<file path="config.mk">
export PLATFORM = sky130hd
export DESIGN_NAME = iter_csa_multiplier
export DESIGN_NICKNAME = d
export VERILOG_FILES = /design/src/rtl/iter_csa_multiplier_pkg.sv /design/src/rtl/iter_csa_multiplier_csa_row.sv /design/src/rtl/iter_csa_multiplier.sv
export SDC_FILE = /design/constraint.sdc
export NUM_CORES = 1
export LEC_CHECK = 0
export CORE_MARGIN = 3
export CORE_UTILIZATION = 35
export DETAILED_ROUTE_END_ITERATION = 8
export PLACE_DENSITY_LB_ADDON = 0.2
export SYNTH_ARGS = -nofsm -noshare
export SYNTH_HDL_FRONTEND = slang
export SYNTH_SLANG_ARGS = --single-unit
</file>
<file path="constraint.sdc">
create_clock -name clk -period 7.6 [get_ports clk]
set_clock_uncertainty 0.2 [all_clocks]
set_input_delay 1.52 -clock clk [delete_from_list [all_inputs] [get_ports clk]]
set_output_delay 1.52 -clock clk [all_outputs]
set_load 0.02 [all_outputs]
</file>
<file path="src/rtl/iter_csa_multiplier_pkg.sv">
// Shared types and sizing helpers for the iterative carry-save multiplier.
package iter_csa_multiplier_pkg;

  typedef enum logic [1:0] {IDLE, CALC, RESOLVE, DONE} state_t;

  function automatic int calc_steps(input int width, input int bits_per_cycle);
    return width / bits_per_cycle;
  endfunction

  // Counter holds 0..steps-1; a single-step configuration still needs one bit.
  function automatic int cnt_width(input int steps);
    return (steps <= 1) ? 1 : $clog2(steps);
  endfunction

endpackage

</file>
<file path="src/rtl/iter_csa_multiplier_csa_row.sv">
// One 3:2 compressor row: carries are moved to the next weight and the top carry falls off.
module csa_compress_row #(
  parameter int WIDTH = 64
) (
  input  logic [WIDTH-1:0] a,
  input  logic [WIDTH-1:0] b,
  input  logic [WIDTH-1:0] c,
  output logic [WIDTH-1:0] sum,
  output logic [WIDTH-1:0] carry
);

  logic [WIDTH-1:0] maj;

  assign sum   = a ^ b ^ c;
  assign maj   = (a & b) | (a & c) | (b & c);
  assign carry = {maj[WIDTH-2:0], 1'b0};

endmodule

</file>
<file path="src/rtl/iter_csa_multiplier.sv">
// Sequential signed/unsigned multiplier retiring BITS_PER_CYCLE multiplier bits per cycle.
// Define ITER_CSA_MULTIPLIER_EARLY_TERM_EN to end CALC once the remaining multiplier bits are zero.
module iter_csa_multiplier
  import iter_csa_multiplier_pkg::*;
#(
  parameter int WIDTH          = 32,
  parameter int BITS_PER_CYCLE = 4
) (
  input  logic                 clk,
  input  logic                 rst,
  input  logic                 in_valid,
  output logic                 in_ready,
  input  logic [WIDTH-1:0]     in_a,
  input  logic [WIDTH-1:0]     in_b,
  input  logic                 in_signed,
  output logic                 out_valid,
  input  logic                 out_ready,
  output logic [2*WIDTH-1:0]   out_p
);

  localparam int N  = calc_steps(WIDTH, BITS_PER_CYCLE);
  localparam int CW = cnt_width(N);
  localparam logic [CW-1:0] LAST = CW'(N - 1);

  if ((WIDTH % BITS_PER_CYCLE) != 0 || WIDTH < 8 || WIDTH > 64) begin : g_param_check
    $error("iter_csa_multiplier: BITS_PER_CYCLE must divide WIDTH and WIDTH must be 8..64");
  end

  state_t               state;
  logic [2*WIDTH-1:0]   a_shift;
  logic [WIDTH-1:0]     b_rem;
  logic [2*WIDTH-1:0]   sum_q;
  logic [2*WIDTH-1:0]   carry_q;
  logic                 neg;
  logic [CW-1:0]        cnt;

  logic [WIDTH-1:0]     mag_a;
  logic [WIDTH-1:0]     mag_b;
  logic [WIDTH-1:0]     b_next;
  logic                 calc_last;
  logic [2*WIDTH-1:0]   resolved;
  logic [2*WIDTH-1:0]   next_sum;
  logic [2*WIDTH-1:0]   next_carry;

  // The most negative operand negates to 2^(WIDTH-1), which is still correct as an unsigned magnitude.
  assign mag_a  = (in_signed && in_a[WIDTH-1]) ? (~in_a + 1'b1) : in_a;
  assign mag_b  = (in_signed && in_b[WIDTH-1]) ? (~in_b + 1'b1) : in_b;
  assign b_next = b_rem >> BITS_PER_CYCLE;

  for (genvar i = 0; i < BITS_PER_CYCLE; i++) begin : g_row
    logic [2*WIDTH-1:0] s_in;
    logic [2*WIDTH-1:0] c_in;
    logic [2*WIDTH-1:0] pp;
    logic [2*WIDTH-1:0] s_out;
    logic [2*WIDTH-1:0] c_out;

    if (i == 0) begin : g_first
      assign s_in = sum_q;
      assign c_in = carry_q;
    end else begin : g_next
      assign s_in = g_row[i-1].s_out;
      assign c_in = g_row[i-1].c_out;
    end

    assign pp = b_rem[i] ? (a_shift << i) : '0;

    csa_compress_row #(.WIDTH(2*WIDTH)) u_row (
      .a     (s_in),
      .b     (c_in),
      .c     (pp),
      .sum   (s_out),
      .carry (c_out)
    );
  end

  assign next_sum   = g_row[BITS_PER_CYCLE-1].s_out;
  assign next_carry = g_row[BITS_PER_CYCLE-1].c_out;
  assign resolved   = sum_q + carry_q;

`ifdef ITER_CSA_MULTIPLIER_EARLY_TERM_EN
  assign calc_last = (cnt == LAST) || (b_next == '0);
`else
  assign calc_last = (cnt == LAST);
`endif

  // Control and datapath share one register block so the handshake outputs are registered.
  always_ff @(posedge clk) begin
    if (rst) begin
      state     <= IDLE;
      in_ready  <= 1'b1;
      out_valid <= 1'b0;
      out_p     <= '0;
      a_shift   <= '0;
      b_rem     <= '0;
      sum_q     <= '0;
      carry_q   <= '0;
      neg       <= 1'b0;
      cnt       <= '0;
    end else begin
      case (state)
        IDLE: begin
          if (in_valid) begin
            a_shift  <= {{WIDTH{1'b0}}, mag_a};
            b_rem    <= mag_b;
            neg      <= in_signed & (in_a[WIDTH-1] ^ in_b[WIDTH-1]);
            sum_q    <= '0;
            carry_q  <= '0;
            cnt      <= '0;
            in_ready <= 1'b0;
            state    <= CALC;
          end
        end
        CALC: begin
          sum_q   <= next_sum;
          carry_q <= next_carry;
          a_shift <= a_shift << BITS_PER_CYCLE;
          b_rem   <= b_next;
          cnt     <= cnt + 1'b1;
          if (calc_last) begin
            state <= RESOLVE;
          end
        end
        RESOLVE: begin
          out_p     <= neg ? (~resolved + 1'b1) : resolved;
          out_valid <= 1'b1;
          state     <= DONE;
        end
        DONE: begin
          if (out_ready) begin
            out_valid <= 1'b0;
            in_ready  <= 1'b1;
            state     <= IDLE;
          end
        end
        default: begin
          state     <= IDLE;
          in_ready  <= 1'b1;
          out_valid <= 1'b0;
        end
      endcase
    end
  end

endmodule
</file>
## After elaboration in Yosys (flattened, before gate mapping)

Cells that the tools add are included.

- Register bits: 296
- Output and inout port bits: 66

- $add $sub $neg: 5
- Equal/unequal tests: 7
- Muxes and demuxes: 25
- Bitwise logic cells: 33
- Reductions and logical operators: 11

Operator list:

| kind | count |
|---|---|
| $and 63x63->63 | 12 |
| $xor 64x64->64 | 8 |
| $or 63x63->63 | 8 |
| $mux 64 | 7 |
| $pmux 64 s2 | 3 |
| $mux 32 | 3 |
| $add 32x1->32 const B | 2 |
| $add 64x1->64 const B | 1 |
| $add 64x64->64 | 1 |
| $not 32->32 | 2 |
| $not 64->64 | 1 |
| $pmux 32 s2 | 1 |
| $pmux 2 s4 | 1 |
| $mux 2 | 3 |
| $ne 2x2->1 const B | 3 |
| $pmux 3 s2 | 1 |
| $reduce_and 2->1 | 3 |
| $reduce_and 3->1 | 2 |
| $reduce_bool 2->1 | 3 |
| $eq 2x2->1 const B | 2 |
| $pmux 1 s2 | 2 |
| $add 3x1->3 const B | 1 |
| $eq 3x3->1 const B | 1 |
| $mux 1 | 3 |
| other kinds (6) | 7 |

## Depth between registers and ports, before layout

- Depth after elaboration: 14
- Mapped depth: 16
- Gate-level depth less buffers: 13

## By module

From an unflattened synthesis, not the netlist that was laid out.

- Cell total of the unflattened synthesis: 2,968
- Area total of the unflattened synthesis: 25,500.7 µm²

Modules (own cells, without submodules):

| module | times used | cells each | area each (µm²) | sequential area each (µm²) |
|---|---|---|---|---|
| iter_csa_multiplier | 1 | 2,704 | 20,315.7 | 5,925.7 |
| csa_compress_row | 4 | 66 | 1,296.2 | 0.0 |

## Least setup slack after synthesis

No wires, ideal clock.

- Kind: register -> register
- From: reg carry_q[4]
- To: reg out_p[63]
- Setup time: 63 ps
- Data arrival time: 4,000 ps
- Data required time: 7,337 ps
- Path slack: 3,337 ps
- Stages on the path, launching flop included: 14
- Path through: dfxtp_1 ha_1 fa_1 a211oi_4 o21ai_2 and2_1 or3_1 a211oi_2 nand4_1 nor3_2 nand4_4 or4_4 or4_1 nand3_1

- Cells in the longest elaborated chain, start to end: 4

Ends and longest elaborated chain:

| item | RTL line | text |
|---|---|---|
| start: declaration | iter_csa_multiplier.sv:33 | `logic [2*WIDTH-1:0] carry_q;` |
| start signal: assignment | iter_csa_multiplier.sv:115 | `carry_q <= next_carry;` |
| $add 64x64->64 * | iter_csa_multiplier.sv:78 | `assign resolved = sum_q + carry_q;` |
| $not 64->64 | iter_csa_multiplier.sv:124 | `out_p <= neg ? (~resolved + 1'b1) : resolved;` |
| $add 64x1->64 | iter_csa_multiplier.sv:124 |  |
| $mux 64 * | iter_csa_multiplier.sv:124 |  |
| end signal: assignment | iter_csa_multiplier.sv:124 |  |
| end: declaration | iter_csa_multiplier.sv:18 | `output logic [2*WIDTH-1:0] out_p` |

Mark *: on every way between the ends. The rest lies on a longest branch, timed or not.
A chain may end at the register's enable or synchronous reset.

## Worst setup path in the final report

- From: reg carry_q[25]
- To: reg out_p[62]

Same word-level chain as after synthesis.

==> results_dict.tcl <==
set metrics [dict create \
    outcome "finished clean" \
    vias 21300 \
    ys_top_cells_by_count "nor2_1, dfxtp_1, inv_1" \
    worstSetupPathType "reg -> reg" \
    drc_errors 0 \
    crit_path_max_incr_delay_ns 0.67 \
    synth_top_flop_cell "dfxtp_1" \
    rsz0062_at_grt "false" \
    critPathSlowestCell "a221oi_1" \
    place.gp.congestion 0.936 \
    slew_viol_final 0 \
    synth.avg_cell_area_um2 8.35 \
    die_w_um 271 \
    worst_pin_slew_ns 1.32 \
    cts_tree "built" \
    hp-class "reg -> reg" \
    synthXorXnorAreaFrac 0.0558 \
    synth_area_um2 24600 \
    final_util 0.403 \
    synth_area_leaders "dfxtp_1, fa_1, nor2_1" \
    yosysUniqueCellTypes 92 \
    synth_compound_area_frac 0.194 \
    end_kind "flip-flop" \
    worstRegToRegCells 12 \
    numClockSinks 292 \
    synth_top_area_frac 0.237 \
    critical-path-top-delay-family "compound AO/OA/AOI/OAI gates" \
    synth_seq_area_share 0.237 \
    post-cts-setup-buffers 0 \
    startpoint_type "flip-flop" \
    r2r_start "carry_q[25]$_SDFFE_PP0P_" \
    synth_fa_ha_area_frac 0.234 \
    hp-start "b_rem[8]$_SDFFE_PP0P_" \
    peakVddDrop_mv 0.213 \
    arrival_ns 5.22 \
    antenna_found_initial 2 \
    worstHoldPathCells 2 \
    synth_fp_nets 3333 \
    drtAntennaViolNets 0 \
    synth_area_leader_cell "dfxtp_1" \
    io_buffers 134 \
    synthArstFlopShare 0 \
    yosys.area_share.simple 0.205 \
    fill_cells 7045 \
    cpMostUsedCell "o21ai_0" \
    fmax_mhz 200 \
    cp_num_buf_inv 0 \
    num_io_pins 135 \
    post-synth-top-count-cell "nor2_1" \
    path_cells "ha_1 > nand4_1 > nor4_1 > o21ai_0 > a31o_2 > a211oi_1 > o21ai_0 > a221oi_1 > or4b_1 > nor4_2 > nand2b_1 > a31oi_1" \
    track_usage 0.199 \
    hold_viol_final 0 \
    first_pass_iters 7 \
    syn_inst 2949 \
    syn_to_final_growth_pct 13.3 \
    wl_per_cell_um 18.7 \
    critPathMaxFanout 8 \
    grt_first_pass_wirelength_mm 120 \
    overflow 0 \
    dp_hpwl_mm 54.8 \
    p_sw_mw 2.57 \
    die_y_um 271 \
    power_frac_clock 0.307 \
    grt_max_degree 116 \
    layoutNonFillerInstCount 3928 \
    drv_cap 0 \
    pwr-share-seq 0.324 \
    drive_above_1_share 0.0454 \
    worst_slack_ns 2.59 \
    slew-limit-headroom 0.117 \
    cp.depth 12 \
    synth_edf_count 0 \
    cellPowerDensity_nw_per_um2 222 \
    synth_top_family_by_area "adder cells" \
    numCtsBuffers 39 \
    p_int_mw 3.63 \
    hold_buffers 0 \
    grt_pass1_vias 21400 \
    root_buffer "clkbuf_16" \
    pre_cts_ws_ns 2.41 \
    cp.required_ns 7.82 \
    initial_core_util 0.356 \
    h-tree-depth 2 \
    startpoint "carry_q[25]$_SDFFE_PP0P_" \
    ys_ff_latch 292 \
    post_cts_resized 0 \
    routed_via_density 5.42 \
    clk_latency_ns 0.57 \
    p_comb_frac 0.369 \
    synth_warnings 0 \
    dp.cells 3856 \
    netSwitchingFraction 0.414 \
    clkTransAtPathRegs_ns 0.06 \
    tns_ns 0 \
    drt-total-wl_mm 73.4 \
    rows 96 \
    p_leak_nw 11.5 \
    drtIter0Drc 1557 \
    finalCriticalPeriod_ns 5.01 \
    finalCritPeriodShare 0.659 \
    final_nets 3350 \
    finalSetupViolations 0 \
    core_um2 69200 \
    synth.area.mux_share 0.00330 \
    cts.path.max_buffers 3 \
    dieArea_um2 73600 \
]
-- power groups by stage --
stage	Sequential, mW	Combinational (mW)	Clock, mW
floorplan	2.04	1.42	0
global placement	2.03	2.27	0
detailed placement	2.04	2.30	0
CTS	2.01	2.31	1.95
global route	2.04	2.54	2.01
finish	2.01	2.29	1.90
-- state kept, by name, indices dropped and copies added (netlist names) --
name        cells
neg             1
state           2
out_valid       1
cnt             3
b_rem          32
g_row.s_in     64
in_ready        1
a_shift        64
out_p          64
carry_q        60
-- routing by layer --
metal  vias to the layer above  track usage  wire (um)
met4                         4       0.0446       1390
met5                         -            0         27
met3                        86       0.0449       5380
li1                      10100            -          -
met1                     10400        0.283      34400
met2                       625        0.309      32100
-- layout make-up --
class	instances	area (um2)	share of cell area
Antenna cell	1	2.50	0.0000897
Clock buffer	53	1110	0.0398
Clock inverter	18	191	0.00686
Inverter	270	1010	0.0363
Multi-Input combinational cell	2213	17100	0.613
Sequential cell	292	5850	0.210
Tap cell	931	1160	0.0418
Timing Repair Buffer	150	1480	0.0530
-- cell usage in the layout (no fill, tap or decap), types with 98 or more instances in the layout --
cell,count
nor2_1,351
dfxtp_1,291
inv_1,269
nand2_1,258
fa_1,243
and2_1,194
a22oi_1,170
a21oi_1,152
clkdlybuf4s50_1,133
o21ai_0,98
-- cell families after synthesis --
logic type      count (synthesis)
simple gates                 1042
xor+xnor                      157
compound gates                691
buf+inv                       444
fa+ha+maj                     315
mux                             8
flops                         292
-- through the flow --
step / total power [mW] / area [um2] / hold slack (ns)
after floorplan: 3.47 / 24600 / 0.232
after global placement: 4.31 / 26600 / 0.242
after detailed placement: 4.34 / 26600 / 0.245
after CTS: 6.27 / 27900 / 0.255
after global routing: 6.59 / 27900 / 0.271
final: 6.19 / 27900 / 0.252
-- final timing paths --
check	to	slack [ns]
setup / recovery	out_p[62]$_SDFFE_PP0P_	2.59
setup reg to reg	out_p[62]$_SDFFE_PP0P_	2.59
hold / removal	b_rem[8]$_SDFFE_PP0P_	0.25
hold reg to reg	b_rem[8]$_SDFFE_PP0P_	0.25
-- worst register-to-register path: stages, from the launching register on --
cell and delay, ns:
dfxtp_1 0.35, ha_1 0.52, nand4_1 0.27, nor4_1 0.32
o21ai_0 0.20, a31o_2 0.32, a211oi_1 0.47, o21ai_0 0.19
a221oi_1 0.67, or4b_1 0.64, nor4_2 0.48, nand2b_1 0.17
a31oi_1 0.07
Note: power is estimated with default switching activity, not from simulation.
